`config.mk`:
```
export PLATFORM = sky130hd
export DESIGN_NAME = cache_controller
export DESIGN_NICKNAME = d
export VERILOG_FILES = /design/src/rtl/cache_controller.sv
export SDC_FILE = /design/constraint.sdc
export NUM_CORES = 1
export LEC_CHECK = 0
export BUFFER_PORTS_ARGS = -buffer_cell sky130_fd_sc_hd__buf_2
export CORE_MARGIN = 2
export CORE_UTILIZATION = 55
export CTS_CLUSTER_SIZE = 24
export DETAILED_ROUTE_END_ITERATION = 16
export GPL_ROUTABILITY_DRIVEN = 0
export PLACE_DENSITY = 0.81
export RECOVER_POWER = 100
export REMOVE_ABC_BUFFERS = 1
export SLEW_MARGIN = 25
export SYNTH_ARGS = -nofsm -noshare
export SYNTH_HDL_FRONTEND = slang
export SYNTH_SLANG_ARGS = --single-unit
```
`constraint.sdc`:
```
create_clock -name clk -period 3.7 [get_ports clk]
set_input_delay 0.925 -clock clk [delete_from_list [all_inputs] [get_ports clk]]
set_output_delay 0.925 -clock clk [all_outputs]
set_load 0.02 [all_outputs]
```
`src/rtl/cache_controller.sv`:
```
// Sequencing FSM for one cache level: hit handling, victim writeback, line fill
// and install against a request/response memory port, plus saturating counters.
module cache_controller #(
  parameter bit READ_ONLY = 1'b0,
  parameter int CNT_WIDTH = 16
) (
  input  logic                 clk,
  input  logic                 reset_n,
  input  logic                 cpu_req_valid,
  input  logic                 cpu_req_write,
  output logic                 cpu_req_ready,
  output logic                 cpu_resp_valid,
  input  logic                 valid_block_match,
  input  logic                 valid_dirty_bit,
  output logic                 miss_recovery_mode,
  output logic                 process_lru_counters,
  output logic                 clear_selected_valid_bit,
  output logic                 finish_new_line_install,
  output logic                 clear_selected_dirty_bit,
  output logic                 set_selected_dirty_bit,
  output logic                 mem_req_valid,
  output logic                 mem_req_write,
  input  logic                 mem_req_ready,
  input  logic                 mem_resp_valid,
  output logic                 data_write_en,
  output logic                 data_fill_en,
  output logic                 busy,
  output logic [CNT_WIDTH-1:0] hit_count,
  output logic [CNT_WIDTH-1:0] miss_count,
  output logic [CNT_WIDTH-1:0] wb_count,
  output logic [3:0]           state_dbg
);

  typedef enum logic [3:0] {
    S_IDLE      = 4'd0,
    S_LOOKUP    = 4'd1,
    S_VICTIM    = 4'd2,
    S_WB_REQ    = 4'd3,
    S_WB_WAIT   = 4'd4,
    S_FILL_REQ  = 4'd5,
    S_FILL_WAIT = 4'd6,
    S_INSTALL   = 4'd7,
    S_RESPOND   = 4'd8
  } state_e;

  state_e               state_q, state_d;
  logic                 wr_q, wr_d;
  logic [CNT_WIDTH-1:0] hit_q, hit_d, miss_q, miss_d, wb_q, wb_d;
  logic                 victim_dirty;

  // Handshakes: a CPU request transfers when cpu_req_valid is seen while ready
  // (IDLE); a memory request transfers on mem_req_valid && mem_req_ready and
  // holds valid/write stable until then; mem_resp_valid counts only in *_WAIT.
  assign victim_dirty = valid_dirty_bit && !READ_ONLY;

  always_comb begin
    state_d = state_q;
    wr_d    = wr_q;
    hit_d   = hit_q;
    miss_d  = miss_q;
    wb_d    = wb_q;
    case (state_q)
      S_IDLE: if (cpu_req_valid) begin
        wr_d    = cpu_req_write && !READ_ONLY;
        state_d = S_LOOKUP;
      end
      S_LOOKUP: begin
        if (valid_block_match) begin
          if (hit_q != '1) hit_d = hit_q + CNT_WIDTH'(1);
          state_d = S_RESPOND;
        end else begin
          if (miss_q != '1) miss_d = miss_q + CNT_WIDTH'(1);
          state_d = S_VICTIM;
        end
      end
      S_VICTIM:  state_d = victim_dirty ? S_WB_REQ : S_FILL_REQ;
      S_WB_REQ:  if (mem_req_ready) state_d = S_WB_WAIT;
      S_WB_WAIT: if (mem_resp_valid) begin
        if (wb_q != '1) wb_d = wb_q + CNT_WIDTH'(1);
        state_d = S_FILL_REQ;
      end
      S_FILL_REQ:  if (mem_req_ready) state_d = S_FILL_WAIT;
      S_FILL_WAIT: if (mem_resp_valid) state_d = S_INSTALL;
      S_INSTALL:   state_d = S_RESPOND;
      S_RESPOND:   state_d = S_IDLE;
      default:     state_d = S_IDLE;
    endcase
  end

  always_ff @(posedge clk or negedge reset_n) begin
    if (!reset_n) begin
      state_q <= S_IDLE;
      wr_q    <= 1'b0;
      hit_q   <= '0;
      miss_q  <= '0;
      wb_q    <= '0;
    end else begin
      state_q <= state_d;
      wr_q    <= wr_d;
      hit_q   <= hit_d;
      miss_q  <= miss_d;
      wb_q    <= wb_d;
    end
  end

  always_comb begin
    cpu_req_ready            = 1'b0;
    cpu_resp_valid           = 1'b0;
    miss_recovery_mode       = 1'b0;
    process_lru_counters     = 1'b0;
    clear_selected_valid_bit = 1'b0;
    finish_new_line_install  = 1'b0;
    clear_selected_dirty_bit = 1'b0;
    set_selected_dirty_bit   = 1'b0;
    mem_req_valid            = 1'b0;
    mem_req_write            = 1'b0;
    data_write_en            = 1'b0;
    data_fill_en             = 1'b0;
    case (state_q)
      S_IDLE: cpu_req_ready = reset_n;
      S_LOOKUP: begin
        process_lru_counters   = valid_block_match;
        set_selected_dirty_bit = valid_block_match && wr_q;
        data_write_en          = valid_block_match && wr_q;
      end
      S_VICTIM: begin
        miss_recovery_mode       = 1'b1;
        clear_selected_valid_bit = !victim_dirty;
      end
      S_WB_REQ: begin
        miss_recovery_mode = 1'b1;
        mem_req_valid      = 1'b1;
        mem_req_write      = !READ_ONLY;
      end
      S_WB_WAIT: begin
        miss_recovery_mode       = 1'b1;
        clear_selected_valid_bit = mem_resp_valid;
        clear_selected_dirty_bit = mem_resp_valid && !READ_ONLY;
      end
      S_FILL_REQ: begin
        miss_recovery_mode = 1'b1;
        mem_req_valid      = 1'b1;
      end
      S_FILL_WAIT: begin
        miss_recovery_mode = 1'b1;
        data_fill_en       = mem_resp_valid;
      end
      // A freshly filled line is clean unless this request stores into it.
      S_INSTALL: begin
        miss_recovery_mode       = 1'b1;
        finish_new_line_install  = 1'b1;
        process_lru_counters     = 1'b1;
        set_selected_dirty_bit   = wr_q;
        data_write_en            = wr_q;
        clear_selected_dirty_bit = !wr_q && !READ_ONLY;
      end
      S_RESPOND: cpu_resp_valid = 1'b1;
      default: ;
    endcase
  end

  assign busy       = (state_q != S_IDLE);
  assign hit_count  = hit_q;
  assign miss_count = miss_q;
  assign wb_count   = wb_q;
  assign state_dbg  = state_q;

endmodule

```
==> impl_metrics.toml <==
[timing]
rsz0062_at_grt = "false"
slew_viol_final = 0
fin_crit_ns = 3.08
setup-violations-final = 0
fmaxAchievable_ghz = 0.324
tightest_slew_ns = 1.26
fin_setup_tns_ns = 0
slew_headroom = 0.159
period_share = 0.833
skew_ns = 0.00623
hold_violations = 0

[clock_tree]
numCtsBuffers = 5
cts_setup_buffers = 0
clk_pin_slew_ns = 0.09
cts.path.max_buffers = 2
cts_resized = 0
htree_num_levels = 2
ctsHoldBuffers = 0
clock_sinks = 53
cts_root_buffer = "clkbuf_8"
cts_tree = "done"
clk_latency_ns = 0.30

[routing]
drt_pass1_iterations = 4
wirelength_um = 5480
drcViolationCount = 0
vias = 2195
viasPerCell = 5.61
drt_iter0_drc = 116
antenna_left = 0
wl_per_cell_um = 14.0

[die]
rows = 25
die_area_um2 = 5430
initial_core_util = 0.569
ios = 73
coreArea_um2 = 4690
die_w_um = 73.7
dieHeight_um = 73.7

[synth]
ys.warnings.count = 0
synth_top_area_share = 0.496
syn_area_um2 = 2670
synth_top_cell_by_area = "dfrtp_1"
syn_inst = 264
ys_top_cells_by_area = "dfrtp_1 (50%), xnor2_1 (7.5%), xor2_1 (5.6%)"
synth.distinct_cells = 38
ys_seq_elements = 53
syn-mean-instance-area_um2 = 10.1
yosysSeqAreaShare = 0.496

[worst_setup_path]
worstRegToRegCells = 5
required_ns = 2.77
max_stage_delay_ns = 0.56
worstReg2RegEnd = "miss_count[10]"
crit_path_end_kind = "primary output"
worstSetupPathType = "flip-flop to primary output"
regToRegSetupSlack_ns = 1.16
crit_arrival_ns = 2.16
critPathSlowestCell = "dfrtp_1"
cp_cell_sequence = "nor4b_1 -> nand2_1 -> o21ai_0 -> and2_0 -> clkbuf_1"
rr_startpoint = "state_dbg[1]"
crit_path_max_fanout = 17
critPathBufInv = 1
crit_family = "simple AND/OR/NAND/NOR gates"
start_kind = "flip-flop"

[power]
powerDensity_nw_per_um2 = 607
vdd_drop_max_uv = 319
fin_total_pwr_mw = 1.86
p_leak_nw = 1.36

[final_layout]
layout_common_cells = "clkbuf_1 (65), dfrtp_1 (53), nor2_1 (31), nand2_1 (25), xnor2_1 (23)"
drive_gt1_frac = 0.0623
num-nets-final = 347
final_common_cell = "clkbuf_1"
n_antenna_cell = 0
syn_to_final_growth_pct = 14.8

[global_route]
grt_start_max_net_pins = 54
grt_pass1_wl_um = 9050
grt.total_usage = 0.213
gr-total-overflow = 0
antenna_found_initial = 0
grt_pass1_vias = 2010

[job]
maxCapViolations = 0

[worst_hold_path]
whs_path_depth = 1
hp-start = "hit_count[5]"
hold_path.class = "flip-flop to flip-flop"
hold-path-endpoint = "hit_count[5]"

[place]
dp.final_hpwl_um = 4020
portBuffers = 72

[outcome]
status = "complete, no violations"
[cell usage after synthesis]
| library cell | instances |
|---|---|
| o31ai_1 | 2 |
| nor4_1 | 5 |
| nand3_1 | 15 |
| xor2_1 | 17 |
| buf_1 | 1 |
| and4_1 | 3 |
| a31oi_2 | 1 |
| nand3b_1 | 1 |
| dfrtp_1 | 53 |
| mux2_2 | 5 |
| nor2_4 | 1 |
| a31oi_1 | 3 |
| o32ai_1 | 1 |
| a21oi_1 | 6 |
| o2bb2ai_1 | 1 |
| o211a_1 | 1 |
| clkbuf_1 | 5 |
| nor4b_1 | 3 |
| buf_4 | 1 |
| and3_1 | 9 |
| o21a_1 | 1 |
| a21boi_2 | 1 |
| nand2b_1 | 1 |
| or4b_4 | 2 |
| inv_1 | 7 |
| nand4_1 | 17 |
| nor3_2 | 1 |
| xnor2_1 | 23 |
| nor2_1 | 30 |
| o21ai_0 | 5 |
| and2_1 | 3 |
| nand2_1 | 25 |
| nand4b_1 | 1 |
| ha_1 | 3 |
| nor3_1 | 7 |
| buf_6 | 1 |
| or4_4 | 1 |
| nor4_4 | 1 |
[worst max-delay path by stage]
stage | cells after the start | end | from
final | 5 | set_selected_dirty_bit | state_dbg[1]
after global placement | 5 | data_write_en | valid_block_match
after detailed placement | 5 | set_selected_dirty_bit | state_dbg[1]
after CTS | 5 | set_selected_dirty_bit | state_dbg[1]
after floorplan | 3 | data_write_en | state_dbg[1]
after global routing | 5 | set_selected_dirty_bit | state_dbg[1]
[state kept, by name, indices dropped and copies added, names as in the netlist]
register and flops:
hit_count 16, miss_count 16, state_dbg 4, wb_count 16
wr_q 1
[where the power goes]
part	internal (mW)	switching, mW
Clock	0.269	0.183
Sequential	0.668	0.152
Combinational	0.195	0.394
[worst register-to-register path, stage by stage (launching register included)]
cell      delay (ns)
dfrtp_1         0.56
or4b_1          0.62
nor4_1          0.53
a21boi_0        0.46
nand2_1         0.12
xnor2_1         0.14
[metal layers]
| metal | wire (µm) | track usage | vias to the layer above | share of wire |
|---|---|---|---|---|
| met5 | 0 | 0 | - | 0 |
| met4 | 35 | 0.0566 | 0 | 0.0064 |
| met3 | 309 | 0.0508 | 4 | 0.056 |
| met2 | 2700 | 0.350 | 49 | 0.49 |
| met1 | 2430 | 0.283 | 1066 | 0.44 |
| li1 | - | - | 1076 | - |
[layout make-up]
type                            count  area [µm²]
Tap cell                           54        67.6
Inverter                            7        26.3
Multi-Input combinational cell    196        1230
Sequential cell                    53        1330
Clock buffer                        5        68.8
Fill cell                         425        1630
Clock inverter                      3        65.1
Timing Repair Buffer               73         284
[per-stage QoR]
step                hold slack, ns  instances  area, µm²   util  setup slack [ns]
finish                       0.495        391       3070  0.654             0.617
global route                 0.517        391       3070  0.654             0.453
CTS                          0.494        391       3200  0.682             0.716
detailed placement           0.477        383       3070  0.653              1.06
global placement             0.471        383       3070  0.653              1.12
floorplan                    0.496        256       2630      -             0.862
[kinds of logic after synthesis]
family	after synthesis	share of synthesized area
AO/OA/AOI/OAI	22	0.0553
XOR/XNOR	40	0.131
adder cells (fa/ha/maj)	3	0.0141
buffers and inverters	15	0.0253
flip-flops	53	0.496
multiplexers	5	0.0211
AND/OR/NAND/NOR	126	0.257
(Power assumes the default switching activity.)
